==> src/rtl/imem_arbiter.sv <==
// Round-robin arbiter sharing one instruction memory between fetch (port 0) and loader (port 1).
// Optional IMEM_ARB_ALIGN_CHECK_EN: misaligned requests are consumed without access and answered with rsp_err.
module imem_arbiter #(
    parameter int ADDR_W = 10
) (
    input  logic              clk,
    input  logic              rst_n,
    input  logic              p0_req_valid,
    output logic              p0_req_ready,
    input  logic [31:0]       p0_addr,
    input  logic              p0_flush,
    output logic              p0_rsp_valid,
    output logic [31:0]       p0_rdata,
`ifdef IMEM_ARB_ALIGN_CHECK_EN
    output logic              p0_rsp_err,
`endif
    input  logic              p1_req_valid,
    output logic              p1_req_ready,
    input  logic [31:0]       p1_addr,
    input  logic              p1_we,
    input  logic [31:0]       p1_wdata,
    input  logic              p1_lock,
    output logic              p1_rsp_valid,
    output logic [31:0]       p1_rdata,
`ifdef IMEM_ARB_ALIGN_CHECK_EN
    output logic              p1_rsp_err,
`endif
    output logic [ADDR_W-1:0] mem_addr,
    input  logic [31:0]       mem_rdata,
    output logic              mem_we,
    output logic [31:0]       mem_wdata,
    output logic              arb_state_o
);

    // Request handshake: a request transfers in any cycle where valid and ready are both high;
    // responses are one-cycle pulses with no backpressure.
    typedef enum logic {
        ARB    = 1'b0,
        LOCKED = 1'b1
    } state_e;

    state_e      state_q, state_d;
    logic        last_grant_q, last_grant_d;
    logic        grant0, grant1;
    logic        mis0, mis1;
    logic        rsp0_q, rsp1_q;
    logic [31:0] rdata0_q, rdata1_q;

`ifdef IMEM_ARB_ALIGN_CHECK_EN
    logic err0_q, err1_q;
    assign mis0 = |p0_addr[1:0];
    assign mis1 = |p1_addr[1:0];
`else
    assign mis0 = 1'b0;
    assign mis1 = 1'b0;
`endif

    always_comb begin
        state_d      = state_q;
        last_grant_d = last_grant_q;
        grant0       = 1'b0;
        grant1       = 1'b0;
        if (rst_n) begin
            case (state_q)
                ARB: begin
                    if (p0_req_valid && !p0_flush && p1_req_valid) begin
                        grant0 = last_grant_q;
                        grant1 = !last_grant_q;
                    end else begin
                        grant0 = p0_req_valid && !p0_flush;
                        grant1 = p1_req_valid;
                    end
                    if (p1_lock) state_d = LOCKED;
                end
                LOCKED: begin
                    grant1 = p1_req_valid;
                    if (!p1_lock) state_d = ARB;
                end
                default: state_d = ARB;
            endcase
            if (grant0)      last_grant_d = 1'b0;
            else if (grant1) last_grant_d = 1'b1;
        end
    end

    assign p0_req_ready = grant0;
    assign p1_req_ready = grant1;
    assign mem_addr     = grant1 ? p1_addr[ADDR_W+1:2] : p0_addr[ADDR_W+1:2];
    assign mem_we       = grant1 && p1_we && !mis1;
    assign mem_wdata    = p1_wdata;

    always_ff @(posedge clk or negedge rst_n) begin
        if (!rst_n) begin
            state_q      <= ARB;
            last_grant_q <= 1'b1;
            rsp0_q       <= 1'b0;
            rsp1_q       <= 1'b0;
            rdata0_q     <= '0;
            rdata1_q     <= '0;
        end else begin
            state_q      <= state_d;
            last_grant_q <= last_grant_d;
            rsp0_q       <= grant0;
            rsp1_q       <= grant1;
            if (grant0) rdata0_q <= mis0 ? 32'h0 : mem_rdata;
            if (grant1) rdata1_q <= (p1_we || mis1) ? 32'h0 : mem_rdata;
        end
    end

`ifdef IMEM_ARB_ALIGN_CHECK_EN
    always_ff @(posedge clk or negedge rst_n) begin
        if (!rst_n) begin
            err0_q <= 1'b0;
            err1_q <= 1'b0;
        end else begin
            err0_q <= grant0 && mis0;
            err1_q <= grant1 && mis1;
        end
    end
    assign p0_rsp_err = err0_q && !p0_flush;
    assign p1_rsp_err = err1_q;
`endif

    // A redirect drops the in-flight fetch response rather than delaying it.
    assign p0_rsp_valid = rsp0_q && !p0_flush;
    assign p0_rdata     = rdata0_q;
    assign p1_rsp_valid = rsp1_q;
    assign p1_rdata     = rdata1_q;
    assign arb_state_o  = (state_q == LOCKED);

    logic unused_addr_bits;
    assign unused_addr_bits = ^{p0_addr[31:ADDR_W+2], p1_addr[31:ADDR_W+2],
                                p0_addr[1:0], p1_addr[1:0]};

endmodule

==> config.mk <==
export PLATFORM = sky130hd
export DESIGN_NAME = imem_arbiter
export DESIGN_NICKNAME = d
export VERILOG_FILES = /design/src/rtl/imem_arbiter.sv
export SDC_FILE = /design/constraint.sdc
export NUM_CORES = 1
export LEC_CHECK = 0
export CORE_MARGIN = 2
export CORE_UTILIZATION = 37
export DETAILED_ROUTE_END_ITERATION = 12
export PLACE_DENSITY = 0.86
export SLEW_MARGIN = 10
export SYNTH_ARGS = -nofsm -noshare
export SYNTH_HDL_FRONTEND = slang
export SYNTH_SLANG_ARGS = --single-unit
==> constraint.sdc <==
create_clock -name clk -period 2.5 [get_ports clk]
set_input_delay 0.25 -clock clk [delete_from_list [all_inputs] [get_ports clk]]
set_output_delay 0.25 -clock clk [all_outputs]
set_load 0.01 [all_outputs]
======== After elaboration in Yosys (flattened, before gate mapping) ========
Index checks and enable logic that the tools add are counted.
storage, ports and cells
  output and inout port bits .............. 112
  logic and storage cells ................. 28
  flip-flop bits (word level) ............. 68
  bits of input ports ..................... 135
operators by class
  bitwise logic cells ..................... 1
  mux-type cells .......................... 13
  reductions and logical operators ........ 8
operators with widths
  kind                 count
  $mux W32             1
  $mux W1              10
  $mux W10             1
  $logic_and A1 B1 Y1  4
  $logic_not A1 Y1     2
  $pmux W1 S2          1
  $reduce_and A2 Y1    1
  $reduce_bool A2 Y1   1
  $not A1 Y1           1

======== Longest topological paths before layout ========
Gate-level depths: netlist (run 1).
  depth after elaboration ................. 8
  mapped depth ............................ 5
  gate-level depth less buffers ........... 3

======== Least setup slack after synthesis (run 1) ========
Ideal clock, no wire load.
  path type ............................... reg2out
  start ................................... reg state_q, in the netlist arb_state_o
  end ..................................... out mem_addr[1]
  slack ................................... 0.856 ns
  buffers on the path ..................... 1
  required time ........................... 2.250 ns
  data arrival time ....................... 1.394 ns
  stages on the path, launching flop included .. 5
  cells stage by stage .................... dfrtp_1 nor3b_1 a21oi_2 buf_6 mux2_2
between the ends
  word-level cells in the longest chain between the ends .. 5
RTL lines
  item                    RTL line  text
  from (decl)             42        state_e state_q, state_d;
  from (signal assigned)  101       state_q <= state_d;
  $not A1 Y1              --
  $pmux W1 S2 *           64        case (state_q)
  $mux W1 * (2 in a row)  63        if (rst_n) begin
  named net p1_req_ready  18        output logic p1_req_ready,
  $mux W10 *              88        assign mem_addr = grant1 ? p1_addr[ADDR_W+1:2] : p0_addr[ADDR_W+1:2];
  to (decl)               28        output logic [ADDR_W-1:0] mem_addr,
The timed path passes the listed nets; every way through them passes the cells marked *. The select of a mux whose other input is x is not followed.

======== Final worst setup path (run 1) ========
  start ................................... in p1_req_valid
  end ..................................... out mem_addr[5]
between the ends
  word-level cells in the longest chain between the ends .. 6
RTL lines
  item                    RTL line  text
  from (decl)             17        input logic p1_req_valid,
  $logic_and A1 B1 Y1     66        if (p0_req_valid && !p0_flush && p1_req_valid) begin
  $mux W1                 66
  $pmux W1 S2 *           64
  $mux W1 * (2 in a row)  63
  $mux W10 *              88
Every way passes the cells marked *; elsewhere a longest branch is shown, timed or not. The select of a mux whose other input is x is not followed.

==> flow_summary.toml, run 1 <==
[run_status]
status = "complete, no violations"

[worst_setup_path]
crit_fanout = 8
critPathLaunch = "p1_req_valid"
worstPathArrival_ps = 2090
crit_required_ps = 2250
r2r_start = "arb_state_o$_DFFE_PN0P_"
slowest_delay_ps = 510
start_kind = "input port"
cp_common_cell = "clkdlybuf4s50_1"
path_class = "input port to primary output"
ff2ff_path_depth = 5
crit_slowest_cell = "clkdlybuf4s50_1"
cp_cell_sequence = "clkdlybuf4s50_1 -> nand2_1 -> a21oi_4 -> buf_12 -> mux2_2 -> clkdlybuf4s50_1"
cp-end-kind = "primary output"

[sta]
worstMarginPinSlew_ps = 846
drv_slew = 0
holdWs_ps = 135
finalCritPeriodShare = 0.935
finalHoldViolations = 0
fin_crit_ps = 2340
clock_skew_ps = 10.2
final.setup.tns_ps = 0
relSlewSlack = 0.436
setup_ws_ps = 162
rsz0062_at_grt = "false"
max_freq_mhz = 428
setup_viol = 0

[synth]
synth_fp_nets = 364
ys_warn_count = 0
syn-cell-area_mm2 = 0.00329
seq_area_frac_synth = 0.517
ys_seq_elements = 68
syn_avg_cell_area_um2 = 14.4
syn_inst = 229
ys_types = 17

[die]
rows = 34
die_w_um = 98.3
io_pins = 247
fp.coreArea_mm2 = 0.00868
die_h_um = 98.3
die_area_mm2 = 0.00967
initial_utilization = 0.379

[global_routing]
busiest_layer = "met2"
globalRouteTotalUtil = 0.167
grt.overflow.total = 0
grt_pass1_wl_um = 12600
antenna_found_initial = 0
met2_usage = 0.283
grt_pass1_vias = 2401
gr-usage-met1 = 0.191
met3_usage = 0.0723
grt_max_degree = 70

[routing]
wirelength_um = 7830
routedWlPerCell_um = 17.2
vias = 2160
postRouteAntennaNets = 0
drt_pass1_iterations = 3
vias_per_cell = 4.75
drt_iter0_drc = 29
post-route-drc-count = 0

[layout]
final_common_cell = "clkdlybuf4s50_1"
fillers = 769
drive_above_1_share = 0.297
syn_to_final_growth_pct = 44.7
final_cell_mix = "clkdlybuf4s50_1, dfrtp_1, mux2_2"
insertedDiodeCount = 0
final_cells = 455
nets = 477

[power_and_ir_drop]
cellPowerDensity_mw_per_mm2 = 801
power_w = 0.00382
p_leak_nw = 2.12
peakVddDrop_mv = 0.414

[clock_network]
cts_buffer_depth = 2
clk_latency_ps = 350
cts_tree = "yes"
cts_hold_buf = 0
htree_levels = 3
clkSinkCount = 68
path_clk_slew_ps = 80
clockRootBuffer = "clkbuf_8"
cts_buffers = 9

[place]
dp_hpwl_um = 5680
port_buffers = 138
dpl_worst_slack_ps = 58.6
dp.cells = 439
place.gp.congestion = 0.729

[run]
drv_cap = 0

[worst_hold_path]
hold_path_class = "input port to async pin"
==> worst paths after layout <==
kind | slack, ps | endpoint
worst max-delay path | 160 | mem_addr[5]
worst min-delay path | 130 | p0_rdata[23]$_DFFE_PN0P_
worst max register to register | 840 | p1_rdata[29]$_DFFE_PN0P_
worst min register to register | 510 | p0_rdata[0]$_DFFE_PN0P_
max in group asynchronous | 1810 | p1_rdata[14]$_DFFE_PN0P_
min in group clk | 260 | last_grant_q$_DFFE_PN1P_
==> cell usage after synthesis <==
master      n  area share
a21o_1      1      0.0023
a21oi_2     1      0.0027
and2_1      1      0.0019
buf_12      3       0.018
buf_4      32       0.073
buf_6       5       0.017
clkbuf_1    3      0.0034
dfrtp_1    67        0.51
dfstp_2     1      0.0080
inv_1       2      0.0023
mux2_2     46        0.16
mux2_4     29        0.13
nand2_1     2      0.0023
nand4bb_1   1      0.0034
nor2b_1    33       0.063
nor3b_1     1      0.0023
o21ai_0     1      0.0015
==> area by class of cell <==
cell class | count | area (um2) | share of cell area
repair buffers | 145 | 1470 | 0.308
inverters | 2 | 7.51 | 0.00158
multi-input cells | 116 | 1230 | 0.258
clock inverters | 7 | 98.8 | 0.0207
flip-flops and latches | 68 | 1700 | 0.357
well taps | 108 | 135 | 0.0284
clock buffers | 9 | 124 | 0.0260
==> report_power, final <==
part           internal [W]  switching (W)
Combinational      0.000857       0.000412
Sequential          0.00137       0.000163
Clock              0.000568       0.000447
==> kinds of logic after synthesis <==
| kind of cell | Yosys count | share of synthesized area |
|---|---|---|
| multiplexers | 75 | 0.290 |
| AND/OR/NAND/NOR | 38 | 0.0726 |
| buffers and inverters | 45 | 0.114 |
| flip-flops | 68 | 0.517 |
| AO/OA/AOI/OAI | 3 | 0.00646 |
==> sequential cells by signal, indices dropped and copies added, names as in the netlist <==
signal	cells
arb_state_o	1
last_grant_q	1
p0_rdata	32
p1_rdata	32
p1_rsp_valid	1
rsp0_q	1
==> what timing repair did <==
action	CTS	global route
endpoints found under the setup margin	2	0
resized for setup	1	0
buffers inserted	0	0
hold endpoints to repair	0	0
==> per-stage QoR <==
stage / cell area, um2 / utilization
after global routing: 4760 / 0.549
after CTS: 4760 / 0.549
after floorplan: 3290 / -
after detailed placement: 4540 / 0.523
after global placement: 4540 / 0.523
final: 4760 / 0.549
==> routing by layer <==
layer	vias to the layer above	part of all wire	wire, um
li1	960	-	-
met1	1060	0.38	3020
met2	126	0.50	3890
met3	14	0.10	782
met4	0	0.018	140
met5	-	0	0
==> critical path, delay by kind of cell <==
kind,cells,cell delay [ps]
compound gates,1,230
buf+inv,3,1150
simple gates,1,110
mux,1,330
Note: power is estimated with default switching activity, not from simulation.
==> run 2: changes to the inputs <==
--- a/config.mk
+++ b/config.mk
@@ -5,7 +5,7 @@
 export SDC_FILE = /design/constraint.sdc
 export NUM_CORES = 1
 export LEC_CHECK = 0
-export CORE_MARGIN = 2
+export CORE_MARGIN = 3
 export CORE_UTILIZATION = 37
 export DETAILED_ROUTE_END_ITERATION = 12
 export PLACE_DENSITY = 0.86
==> run 2 against run 1 <==
Net effect:
- count of clock-buffer cells in the layout is 2 higher
- worst setup slack lost 19 ps
- sequential share of layout area fell by 0.10 points
- die area is 4.1% higher
==> flow_summary.toml, run 2 (synthesis gave the netlist of run 1 again) <==
[run_status]
status = "complete, no violations"

[worst_setup_path]
cp-end-kind = "primary output"
ff2ff_path_depth = 6
worstPathArrival_ps = 2110
cp_cell_sequence = "nor3b_1 -> a21oi_4 -> buf_12 -> mux2_2 -> clkdlybuf4s50_1"
crit_required_ps = 2250
start_kind = "register"
crit_buf_inv = 2
crit_family = "buffers and inverters"
path_class = "register to primary output"
slowest_delay_ps = 530
crit_fanout = 16
crit_slowest_cell = "clkdlybuf4s50_1"
crit_cells = 5

[power_and_ir_drop]
p_leak_nw = 2.13
cellPowerDensity_mw_per_mm2 = 820
intPower_w = 0.00294
peakVddDrop_mv = 0.409
combinationalPowerShare = 0.323
switching_share = 0.249
seqPwrFrac = 0.389
switchingPower_w = 0.000977
clock_power_share = 0.289

[die]
die_area_mm2 = 0.0101
fp.coreArea_mm2 = 0.00842
initial_utilization = 0.391
die_w_um = 100
rows = 33
io_pins = 247
die_h_um = 100

[sta]
relSlewSlack = 0.421
rsz0062_at_grt = "false"
finalHoldViolations = 0
fin_crit_ps = 2360
drv_slew = 0
finalCritPeriodShare = 0.943
worstMarginPinSlew_ps = 868
setup_viol = 0
clock_skew_ps = 9.26
max_freq_mhz = 424
holdWs_ps = 164

[global_routing]
grt_max_degree = 70
antenna_found_initial = 0
grt_pass1_wl_um = 12000
grt.overflow.total = 0
grt_pass1_vias = 2401
globalRouteTotalUtil = 0.150

[place]
dp_hpwl_um = 5490
placed_area_mm2 = 0.00449
place.gp.congestion = 0.756
port_buffers = 138

[layout]
utilization = 0.567
stdcell_area_mm2 = 0.00478
final_common_cell = "clkdlybuf4s50_1"
syn_to_final_growth_pct = 45.2
nets = 479
drive_above_1_share = 0.298
insertedDiodeCount = 0
fillers = 721
final_cell_mix = "clkdlybuf4s50_1, dfrtp_1, mux2_2"

[clock_network]
clk_latency_ps = 330
htree_levels = 3
cts_buffer_depth = 2
clockRootBuffer = "clkbuf_8"
path_clk_slew_ps = 80
clkSinkCount = 68
cts_buffers = 9
cts_hold_buf = 0
cts_tree = "yes"

[routing]
wirelength_um = 7540
post-route-drc-count = 0
routedWlPerCell_um = 16.6
postRouteAntennaNets = 0
vias_per_cell = 4.76
drt_pass1_iterations = 4
vias = 2161
drt_iter0_drc = 29

[run]
drv_cap = 0

[worst_hold_path]
hold_path_class = "input port to async pin"
-- run 2: cell types whose count changed in the layout (fill, tap and decap cells not counted) --
cell	previous run	this run
buf_4	5	8
buf_12	3	1
clkbuf_8	9	11
buf_2	0	1
bufinv_16	2	3
clkinv_2	1	0
clkinv_4	1	0
inv_6	2	1
nor3b_1	0	1
nor3b_2	1	0
-- run 2: what timing repair did --
item | 4_1_cts | 5_1_grt
endpoints found under the setup margin | 10 | 0
buffers inserted | 3 | 0
endpoints found under the hold margin | 0 | 0
resized for setup | 0 | 0
-- run 2: path summary, 6_finish.rpt --
check,from,to,slack [ps]
worst max register to register,arb_state_o$_DFFE_PN0P_,p1_rdata[1]$_DFFE_PN0P_,700
max in group asynchronous,rst_n,p0_rdata[5]$_DFFE_PN0P_,1750
min in group clk,rst_n,last_grant_q$_DFFE_PN1P_,270
worst min register to register,p1_rdata[14]$_DFFE_PN0P_,p1_rdata[14]$_DFFE_PN0P_,510
worst min-delay path,rst_n,p0_rdata[22]$_DFFE_PN0P_,160
worst max-delay path,arb_state_o$_DFFE_PN0P_,mem_addr[6],140
-- run 2: cell type report --
type	count	area, um2	area share
clock buffers	11	151	0.0317
repair buffers	147	1460	0.305
multi-input cells	116	1220	0.256
flip-flops and latches	68	1700	0.356
clock inverters	5	106	0.0223
well taps	105	131	0.0275
inverters	2	7.51	0.00157
-- run 2: power groups by stage --
stage	registers [W]	logic, W	clock network [W]
after floorplan	0.00164	0.000474	0
after CTS	0.00153	0.00129	0.00117
after detailed placement	0.00154	0.00128	0
after global routing	0.00156	0.00134	0.00122
after global placement	0.00153	0.00125	0
final	0.00152	0.00126	0.00113
-- run 2: through the flow --
stage	setup WS, ps	setup TNS (ps)	power [W]	instances
2_1_floorplan	856	0	0.00212	229
3_3_place_gp	-74.1	-673	0.00278	435
3_5_place_dp	-107	-1010	0.00282	435
4_1_cts	131	0	0.00399	454
5_1_grt	9.02	0	0.00412	454
6_report	143	0	0.00392	454
-- run 2: per-layer routing --
layer / wire length (um) / vias to the layer above / global-route usage / part of all wire
met5: 0 / - / 0 / 0
met4: 104 / 0 / 0.0518 / 0.014
li1: - / 964 / - / -
met2: 3660 / 115 / 0.261 / 0.49
met1: 2910 / 1064 / 0.172 / 0.39
met3: 868 / 18 / 0.0528 / 0.12
==> run 3: changes to the inputs <==
--- a/config.mk
+++ b/config.mk
@@ -5,7 +5,7 @@
 export SDC_FILE = /design/constraint.sdc
 export NUM_CORES = 1
 export LEC_CHECK = 0
-export CORE_MARGIN = 3
+export CORE_MARGIN = 5
 export CORE_UTILIZATION = 37
 export DETAILED_ROUTE_END_ITERATION = 12
 export PLACE_DENSITY = 0.86
==> run 3 against run 2 <==
Net effect:
- utilization fell by 2.2 points
- clock skew decreased by 3.3 ps
- via count up 0.42%
- final cell count increased by 1.1%
- non-clock buffer count grew 2
- worst setup slack better by 71 ps
- register-to-register slack improved by 110 ps
- sequential power about the same
- clock power is 26% lower
- combinational power hardly changed
==> flow_summary.toml, run 3 (synthesis gave the netlist of run 1 again) <==
[sta]
drv_slew = 0
worstMarginPinSlew_ps = 512
relSlewSlack = 0.658
setup_ws_ps = 214
setup_viol = 0
rsz0062_at_grt = "false"
finalCritPeriodShare = 0.914
clock_skew_ps = 5.91
max_freq_mhz = 437
finalHoldViolations = 0
fin_crit_ps = 2290

[run_status]
status = "complete, no violations"

[global_routing]
grt.overflow.total = 0
grt_max_degree = 41
grt_pass1_vias = 2435
globalRouteTotalUtil = 0.147
antenna_found_initial = 0
grt_pass1_wl_um = 12900

[die]
die_w_um = 104
die_h_um = 104
fp.coreArea_mm2 = 0.00868
rows = 34
die_area_mm2 = 0.0109
initial_utilization = 0.379
io_pins = 247

[worst_setup_path]
worstPathArrival_ps = 2040
cp-end-kind = "primary output"
crit_buf_inv = 3
crit_family = "buffers and inverters"
crit_slowest_cell = "clkdlybuf4s50_1"
path_class = "input port to primary output"
crit_required_ps = 2250
slowest_delay_ps = 520
cp_common_cell = "clkdlybuf4s50_1"
cp_cell_sequence = "clkdlybuf4s50_1 -> nor3b_2 -> a21oi_4 -> buf_12 -> mux2_2 -> clkdlybuf4s50_1"
start_kind = "input port"
crit_fanout = 14

[clock_network]
cts_hold_buf = 0
clk_latency_ps = 330
clockRootBuffer = "clkbuf_8"
cts_buffers = 9
cts_tree = "yes"
clkSinkCount = 68
path_clk_slew_ps = 80
htree_levels = 3
cts_buffer_depth = 2

[routing]
drt_pass1_iterations = 4
vias = 2170
post-route-drc-count = 0
postRouteAntennaNets = 0
drt_iter0_drc = 39
routedWlPerCell_um = 17.3
wirelength_um = 7930
vias_per_cell = 4.73

[layout]
nets = 481
syn_to_final_growth_pct = 43.7
drive_above_1_share = 0.305
final_common_cell = "clkdlybuf4s50_1"
final_cell_mix = "clkdlybuf4s50_1, dfrtp_1, mux2_2"
insertedDiodeCount = 0

[worst_hold_path]
hold_path_class = "input port to async pin"

[place]
dpl_worst_slack_ps = -81.1
port_buffers = 138
place.gp.congestion = 0.721
dp_hpwl_um = 5850

[power_and_ir_drop]
power_w = 0.00364
cellPowerDensity_mw_per_mm2 = 768
peakVddDrop_mv = 0.360
p_leak_nw = 2.10

[run]
drv_cap = 0
run 3: cell types whose count changed in the layout (fill, tap and decap cells not counted), sizes merged:
cell	change
clkbuf	-1
clkinvlp	+3
inv	+1
buf	+2
bufinv	-3
run 3: stage by stage:
step / hold WS, ps / area [um2] / cells / utilization / setup TNS, ps
3_5_place_dp: 407 / 4510 / 440 / 0.519 / -670
2_1_floorplan: -45.6 / 3290 / 229 / - / 0
4_1_cts: 27.2 / 4710 / 458 / 0.542 / 0
3_3_place_gp: 402 / 4510 / 440 / 0.519 / -261
6_report: 23.8 / 4730 / 459 / 0.545 / 0
5_1_grt: 48.6 / 4730 / 459 / 0.545 / 0
run 3: worst paths after layout:
kind                       depth (start not counted)                        to                startpoint  slack (ps)
setup / recovery                                   6               mem_addr[5]                  p0_flush         210
hold / removal                                     2   p1_rdata[5]$_DFFE_PN0P_                     rst_n          20
setup reg to reg                                   6   p1_rdata[4]$_DFFE_PN0P_   arb_state_o$_DFFE_PN0P_         810
hold reg to reg                                    1  p1_rdata[29]$_DFFE_PN0P_  p1_rdata[29]$_DFFE_PN0P_         510
max in group asynchronous                          3  last_grant_q$_DFFE_PN1P_                     rst_n        1660
min in group clk                                   3  last_grant_q$_DFFE_PN1P_                     rst_n         270
run 3: what timing repair did:
item | 4_1_cts | 5_1_grt
gates resized for setup | 0 | 1
pin swaps | 1 | 1
hold endpoints to repair | 0 | 0
setup buffers | 2 | 1
endpoints found under the setup margin | 10 | 10
run 3: area by class of cell:
cell class	count	area [um2]
Timing Repair Buffer	149	1470
Multi-Input combinational cell	116	1230
Inverter	2	7.51
Clock inverter	6	47.5
Tap cell	108	135
Fill cell	746	3950
Sequential cell	68	1700
Clock buffer	10	138
run 3: report_power, final:
part           switching, W  internal, W  leakage [nW]
sequential         0.000154      0.00137         0.846
clock              0.000447     0.000394        0.0815
combinational      0.000416     0.000857          1.17
run 3: routing by layer:
layer  global-route usage  vias up  wire (um)
li1                     -      972          -
met1                0.177     1067       3220
met2                0.238      113       3880
met3               0.0608       18        681
met4               0.0463        0        147
met5                    0        -          0
